File: src/rtl/reg_write_arbiter.sv
// reg_write_arbiter
//   Arbitrates the single register-file write port between the in-order
//   pipeline writeback and a multi-cycle unit (MDU). Pipeline writes always
//   win. MDU results are queued in a small FIFO and drained whenever the
//   pipeline leaves the write port free. A 32-bit scoreboard tracks which
//   registers still await a multi-cycle result.
//
//   Optional feature: define REGWR_BYPASS_EN to let an MDU result go straight
//   to the register file when the buffer is empty and the pipeline is idle.
//   Without the macro every MDU result is buffered first.
//
// Parameters
//   FIFO_DEPTH  result buffer entries (power of two, 2..16)
// Ports
//   clk                            clock, rising edge
//   rst                            asynchronous reset, active-low
//   pipe_we/pipe_addr/pipe_data    pipeline writeback request
//   mdu_valid/mdu_addr/mdu_data    MDU result offer
//   mdu_ready                      buffer can accept an offer this cycle
//   iss_valid/iss_addr             MDU op issued, destination becomes pending
//   WriteEn/WriteAddr/WriteData    register-file write port (combinational)
//   pending                        per-register awaiting-result flags
//   fifo_count                     buffer occupancy
module reg_write_arbiter #(
  parameter int FIFO_DEPTH = 4
) (
  input  logic        clk,
  input  logic        rst,
  input  logic        pipe_we,
  input  logic [4:0]  pipe_addr,
  input  logic [31:0] pipe_data,
  input  logic        mdu_valid,
  input  logic [4:0]  mdu_addr,
  input  logic [31:0] mdu_data,
  output logic        mdu_ready,
  input  logic        iss_valid,
  input  logic [4:0]  iss_addr,
  output logic        WriteEn,
  output logic [4:0]  WriteAddr,
  output logic [31:0] WriteData,
  output logic [31:0] pending,
  output logic [4:0]  fifo_count
);

  localparam int         PTR_W     = (FIFO_DEPTH > 1) ? $clog2(FIFO_DEPTH) : 1;
  localparam logic [4:0] DEPTH_CNT = 5'(FIFO_DEPTH);

  logic [4:0]       bufAddr [FIFO_DEPTH];
  logic [31:0]      bufData [FIFO_DEPTH];
  logic [PTR_W-1:0] rdPtr;
  logic [PTR_W-1:0] wrPtr;
  logic [4:0]       count;
  logic [31:0]      pendingQ;

  logic             pipeReq;
  logic             bypassHit;
  logic             doPush;
  logic             doPop;
  logic [31:0]      setMask;
  logic [31:0]      clrMask;

  // A pipeline write to R0 is not a request, so the buffer may drain.
  assign pipeReq   = pipe_we && (pipe_addr != 5'd0);
  // Readiness looks only at occupancy: a full buffer refuses even while popping.
  assign mdu_ready = (count < DEPTH_CNT);
  assign doPop     = !pipeReq && (count != 5'd0);

`ifdef REGWR_BYPASS_EN
  assign bypassHit = mdu_valid && (mdu_addr != 5'd0) && (count == 5'd0) && !pipeReq;
`else
  assign bypassHit = 1'b0;
`endif

  // Accepted offers to R0 are consumed but never stored.
  assign doPush = mdu_valid && mdu_ready && (mdu_addr != 5'd0) && !bypassHit;

  always_comb begin
    WriteEn   = 1'b0;
    WriteAddr = 5'd0;
    WriteData = 32'd0;
    if (pipeReq) begin
      WriteEn   = 1'b1;
      WriteAddr = pipe_addr;
      WriteData = pipe_data;
    end else if (doPop) begin
      WriteEn   = 1'b1;
      WriteAddr = bufAddr[rdPtr];
      WriteData = bufData[rdPtr];
    end else if (bypassHit) begin
      WriteEn   = 1'b1;
      WriteAddr = mdu_addr;
      WriteData = mdu_data;
    end
  end

  // Only MDU-sourced writes retire a pending flag; a same-cycle issue re-sets it.
  always_comb begin
    clrMask = 32'd0;
    setMask = 32'd0;
    if (doPop) begin
      clrMask[bufAddr[rdPtr]] = 1'b1;
    end else if (bypassHit) begin
      clrMask[mdu_addr] = 1'b1;
    end
    if (iss_valid && (iss_addr != 5'd0)) begin
      setMask[iss_addr] = 1'b1;
    end
  end

  // Registered control state: pointers, occupancy, scoreboard.
  always_ff @(posedge clk or negedge rst) begin
    if (!rst) begin
      rdPtr    <= '0;
      wrPtr    <= '0;
      count    <= 5'd0;
      pendingQ <= 32'd0;
    end else begin
      if (doPop) begin
        rdPtr <= rdPtr + 1'b1;
      end
      if (doPush) begin
        wrPtr <= wrPtr + 1'b1;
      end
      case ({doPush, doPop})
        2'b10:   count <= count + 5'd1;
        2'b01:   count <= count - 5'd1;
        default: count <= count;
      endcase
      pendingQ <= ((pendingQ & ~clrMask) | setMask) & 32'hFFFF_FFFE;
    end
  end

  // Buffer storage; contents are meaningless outside the valid window.
  always_ff @(posedge clk) begin
    if (doPush) begin
      bufAddr[wrPtr] <= mdu_addr;
      bufData[wrPtr] <= mdu_data;
    end
  end

  assign pending    = pendingQ;
  assign fifo_count = count;

endmodule

File: config.mk
export PLATFORM = sky130hd
export DESIGN_NAME = reg_write_arbiter
export DESIGN_NICKNAME = d
export VERILOG_FILES = /design/src/rtl/reg_write_arbiter.sv
export SDC_FILE = /design/constraint.sdc
export NUM_CORES = 1
export LEC_CHECK = 0
export BUFFER_PORTS_ARGS = -buffer_cell sky130_fd_sc_hd__buf_2
export CAP_MARGIN = 20
export CORE_AREA = 5 5 123 125
export CTS_CLUSTER_SIZE = 25
export DETAILED_ROUTE_END_ITERATION = 8
export DIE_AREA = 0 0 128 130
export PLACE_DENSITY = 0.83
export REMOVE_ABC_BUFFERS = 1
export SYNTH_ARGS = -nofsm -noshare
export SYNTH_HDL_FRONTEND = slang
export SYNTH_SLANG_ARGS = --single-unit
File: constraint.sdc
create_clock -name clk -period 5.5 [get_ports clk]
set_input_delay 1.1 -clock clk [delete_from_list [all_inputs] [get_ports clk]]
set_output_delay 1.1 -clock clk [all_outputs]
set_load 0.01 [all_outputs]
-- Word level (Yosys, flattened, before mapping)
Memories as Yosys holds them, arrays and structs flattened.
Cells that the tools add are included.
- register bits: 40
- RAM bits: 148
- bits of input ports: 84
- output and inout bits: 76
- logic and storage cells: 48
- memories kept: 2
- add/sub/neg operators: 4
- $lt $le $gt $ge: 5
- eq/ne operators: 2
- muxes and demuxes: 15
- bitwise operators: 3
- reduce and logical (&&, ||, !) cells: 13
- memory list (name ; words ; bits a word ; rd ports ; clocked after memory_dff ; write ports ; RTL line ; text):
    bufData ; 4 ; 32 ; 1 ; 0 ; 1 ; 49 ; logic [31:0] bufData [FIFO_DEPTH];
    bufAddr ; 4 ; 5 ; 1 ; 0 ; 1 ; 48 ; logic [4:0] bufAddr [FIFO_DEPTH];
- operator list (cell ; count):
    2-to-1 mux 32 bit ; 4
    bitwise AND 32 bit ; 1
    inverter 32 bit ; 1
    bitwise OR 32 bit ; 1
    nonzero test 5 bit ; 4
    less-than comparator 5 x 6 -> 1 bit (second input constant) ; 2
    demux 1 bit (select 5 bit) ; 2
    >= comparator 5 x 1 -> 1 bit (second input constant) ; 2
    2-to-1 mux 5 bit ; 2
    case mux 5 bit (2 select lines) ; 1
    logical AND 1 bit ; 7
    2-to-1 mux 1 bit ; 6
    adder 5 x 1 -> 5 bit (second input constant) ; 1
    less-than comparator 5 x 3 -> 1 bit (second input constant) ; 1
    subtractor 5 x 1 -> 5 bit (second input constant) ; 1
    adder 2 x 1 -> 2 bit (second input constant) ; 2
    equality test 2 x 1 -> 1 bit (second input constant) ; 1
    equality test 2 bit (second input constant) ; 1
    nonzero test 2 bit ; 1
    logical NOT 1 bit ; 1

-- Longest topological paths before layout
An unclocked memory read counts as a cell.
- depth after elaboration: 9
- mapped depth: 12
- depth with buffers taken out: 10

-- Worst setup path before layout
Ideal clock, no wire load.
- kind: input to register
- start point: in pipe_addr[2]
- end point: reg count[4] (netlist: fifo_count[4])
- setup time: 0.128 ns
- data arrival time: 3.435 ns
- setup slack: 1.937 ns
- stages: 12
- buffers on the path: 2
- cells stage by stage: or4_1 o21a_1 buf_6 nor2_1 ha_1 clkbuf_1 xor2_1 ha_1 and3b_1 o21ai_0 a21oi_1 xor2_1
- word-level cells in the longest chain between the ends: 6
- elaborated cells between the ends (all ways): 8
- classes of those cells: eq/ne (2); mux (1); reduce/logical (5)
- ends and longest elaborated chain (item ; RTL line ; text):
    start: declaration ; 30 ; input logic [4:0] pipe_addr,
    nonzero test 5 bit (*) ; 63 ; assign pipeReq = pipe_we && (pipe_addr != 5'd0);
    logical AND 1 bit (*) ; 63 ;
    logical NOT 1 bit (*) ; 66 ; assign doPop = !pipeReq && (count != 5'd0);
    logical AND 1 bit (*) ; 66 ;
    net doPop ; 58 ; logic doPop;
    equality test 2 x 1 -> 1 bit / equality test 2 bit (equally long branches) ; 124 ; case ({doPush, doPop})
    case mux 5 bit (2 select lines) / nonzero test 2 bit (equally long branches) ; -- ;
    end signal: assignment ; 125 ; 2'b10: count <= count + 5'd1;
    end signal: assignment ; 126 ; 2'b01: count <= count - 5'd1;
    end signal: assignment ; 127 ; default: count <= count;
    end: declaration ; 52 ; logic [4:0] count;
The timed path passes the listed nets; every way through them passes the cells marked *.
A chain may end at the register's enable or synchronous reset.

-- Final worst setup path
- start point: in pipe_addr[2]
- end point: out WriteAddr[4]
- word-level cells in the longest chain between the ends: 6
- ends and longest elaborated chain (item ; RTL line ; text):
    nonzero test 5 bit ; 63 ;
    logical AND 1 bit ; 63 ;
    logical NOT 1 bit ; 66 ;
    logical AND 1 bit ; 66 ;
    net doPop ; 58 ;
    2-to-1 mux 5 bit ; 85 ; end else if (doPop) begin
    2-to-1 mux 5 bit ; 81 ; if (pipeReq) begin
    end: declaration ; 39 ; output logic [4:0] WriteAddr,
The timed path passes the listed nets, and every way through them passes these cells.

==> results by group <==
Clock network
  • Total CTS buffers: 17
  • Clock sinks: 188
  • Post-CTS Resized: 0
  • CTS tree: yes
  • Skew-Pair Late Insertion Delay: 0.43 ns
  • Clock Path Buffers: 2
  • H-tree level count: 4
  • Reg clk slew, reported paths: 0.06 ns
  • Clock root cell: clkbuf_16
  • # hold bufs at CTS: 0
  • Postcts setup bufs: 0

Critical path
  • Crit path cell chain: buf_2 > or4_1 > o21a_2 > buf_4 > nor2_1 > a22o_1 > buf_2
  • Slowest-stage cell, CP: or4_1
  • Worst R2R Path Depth: 10
  • Crit-path most repeated cell: buf_2
  • Arrival time at the worst endpoint: 3.13 ns
  • Startpoint types: input port
  • Kind of critical path: in2out
  • CP max stage delay: 0.52 ns
  • R2R Setup Slk: 2.38 ns
  • FF-to-FF Start: fifo_count[2]
  • CP Data Required Time: 4.40 ns
  • Worst setup EP type: output pin
  • FF-to-FF End: fifo_count[4]
  • Max FO, Critical Path: 60

Power and ir drop
  • Register share of total power: 0.429
  • P_leak: 3.67 nW
  • Maximum vdd drop: 0.285 mV
  • Combinational power share: 0.309
  • Pwr dens: 486 nW/um2
  • Internal power: 3.11 mW
  • Sw frac: 0.331
  • Clock power share: 0.261
  • NetSw: 1.53 mW

Timing
  • Worst-Margin Slew: 1.02 ns
  • Final min period: 4.23 ns
  • Final setup fails: 0
  • Max-slew violation count: 0
  • RSZ-0062 raised after global routing: false
  • Skew final: 0.00793 ns
  • Peak Freq: 237 MHz
  • Final WS setup: 1.27 ns
  • Final TNS setup: 0 ns
  • Final hold vios: 0
  • Worst hold slack: 0.514 ns
  • Headroom to the max-slew limit: 0.317
  • Post-route clock period utilization: 0.769

Run
  • Max-cap violations: 0

Die
  • Starting Density: 0.586
  • Die ar.: 16,600 um2
  • Core Footprint: 13,800 um2
  • Site row count: 43
  • Horiz. Die Dim: 128 um
  • I/O pins: 160
  • Die Height: 130 um

Detailed routing
  • Starting DRT DRC Count: 530
  • Vias: 5,260
  • Drt drc: 0
  • Drt total wl: 17,700 um
  • Antenna viol nets, final: 0
  • TritonRoute pass-1 iters: 5
  • Mean routed wirelength per cell: 19.6 um
  • Vias per cell: 5.83

Logic synthesis
  • Seq cells post-synth: 188
  • Syn_area_per_cell: 14.4 um2
  • Syn. warnings: 0
  • Top FF cell, synth: edfxtp_1
  • Post-synth cell types: 45
  • Mapped cell area: 8070 um2
  • Post-synthesis sequential area ratio: 0.675
  • Post-synth EDFFs: 148
  • Ys async rst share: 0.213
  • Gate count of the mapped netlist: 560

GRT
  • Gr ovfl total: 0
  • Largest net degree at the start of global routing: 61
  • Global-route usage over all layers: 0.218
  • Vias in the first global route: 5,413
  • First-pass GRT wire length: 27,700 um
  • Initial antenna violation count: 2

Final layout
  • Share of layout cells above drive strength 1: 0.341
  • Layout Nets: 800
  • Core Util, Final: 0.694
  • Synthesis-to-finish area growth: 18.5%
  • N_diodes: 0
  • Filler instances: 935

Placed design
  • Pre-CTS WS: 1.28 ns
  • IO Port Bufs: 158
  • Detailed placement HPWL: 11,700 um
  • Routability Congestion: 0.835

Min path
  • Hold Path Sink: fifo_count[4]
  • Hold Startpoint: fifo_count[4]
  • Hold path cells: 1
  • Worst Hold Class: reg2reg

Run status
  • Status: finished clean
==> synth_stat cells, types with 3 or more instances <==
master	number	area, um2
buf_4	3	22.5
buf_1	5	18.8
edfxtp_1	148	4440
o21ai_0	38	190
mux4_2	37	833
and2_1	5	31.3
nor3b_1	15	113
buf_2	5	25.0
a21oi_1	34	170
nand2b_1	5	31.3
ha_1	7	87.6
xor2_1	8	70.1
dfrtp_1	40	1000
nor2_1	63	236
nand4bb_1	3	33.8
nand4b_1	3	26.3
nor3_1	16	80.1
clkbuf_1	16	60.1
nand2_1	75	282
inv_1	4	15.0
==> critical path: cells and delay by family <==
kind | cells | cell delay, ns
and+or+nand+nor | 2 | 0.88
buffers and inverters | 3 | 0.60
AOI/OAI and AO/OA | 2 | 0.54
==> cells in the final DEF (no fill, tap or decap), drive strengths merged, types with 7 or more instances in the layout <==
cell type	count
buf	161
edfxtp	148
nand2	75
nor2	63
dfrtp	40
o21ai	39
mux4	37
a21oi	34
clkbuf	17
nor3	17
nor3b	16
xor2	8
inv	8
ha	7
==> how the worst max path moves through the flow <==
stage / slack, ns / start / cells after the start / end
5_1_grt: 1.16 / pipe_addr[2] / 7 / WriteAddr[4]
3_3_place_gp: 1.34 / pipe_addr[2] / 7 / WriteAddr[4]
3_5_place_dp: 1.28 / pipe_addr[2] / 7 / WriteAddr[4]
2_1_floorplan: 1.27 / pipe_addr[2] / 4 / WriteAddr[1]
4_1_cts: 1.28 / pipe_addr[2] / 7 / WriteAddr[4]
6_report: 1.27 / pipe_addr[2] / 7 / WriteAddr[4]
==> through the flow <==
stage,instances,instance area (um2),power [mW]
after global routing,902,9560,4.89
after CTS,902,9560,4.68
final,902,9560,4.64
after floorplan,529,7920,2.91
after global placement,870,8970,3.39
after detailed placement,870,8970,3.47
==> state kept, by name, summed over array words and instances (netlist names) <==
signal      flops
rdPtr           2
bufData       128
bufAddr        20
wrPtr           2
fifo_count      5
pending        31
==> power groups by stage <==
stage / Sequential (mW) / Combinational, mW / Clock (mW)
after floorplan: 2.04 / 0.872 / 0
after global placement: 2.01 / 1.39 / 0
after detailed placement: 2.03 / 1.44 / 0
after CTS: 2.00 / 1.45 / 1.23
after global routing: 2.03 / 1.57 / 1.29
final: 1.99 / 1.44 / 1.21
==> routing by layer <==
| metal | global-route usage | share of wire |
|---|---|---|
| met1 | 0.266 | 0.38 |
| met2 | 0.383 | 0.53 |
| met3 | 0.0569 | 0.074 |
| met4 | 0.0743 | 0.018 |
| met5 | 0 | 0.0012 |
==> cell families after synthesis <==
logic type	share of synthesized area
compound gates	0.0536
xor+xnor	0.0109
fa+ha+maj	0.0109
buf+inv	0.0203
flops	0.675
mux	0.105
other cells	0.000465
simple gates	0.125
==> cell type report <==
class	count	area [um2]	area share
Tap cell	180	225	0.0236
Clock buffer	17	425	0.0445
Clock inverter	15	166	0.0174
Multi-Input combinational cell	337	2470	0.258
Timing Repair Buffer	161	813	0.0851
Sequential cell	188	5450	0.570
Inverter	4	15.0	0.00157
No activity file was read; power rests on OpenSTA's default activity.
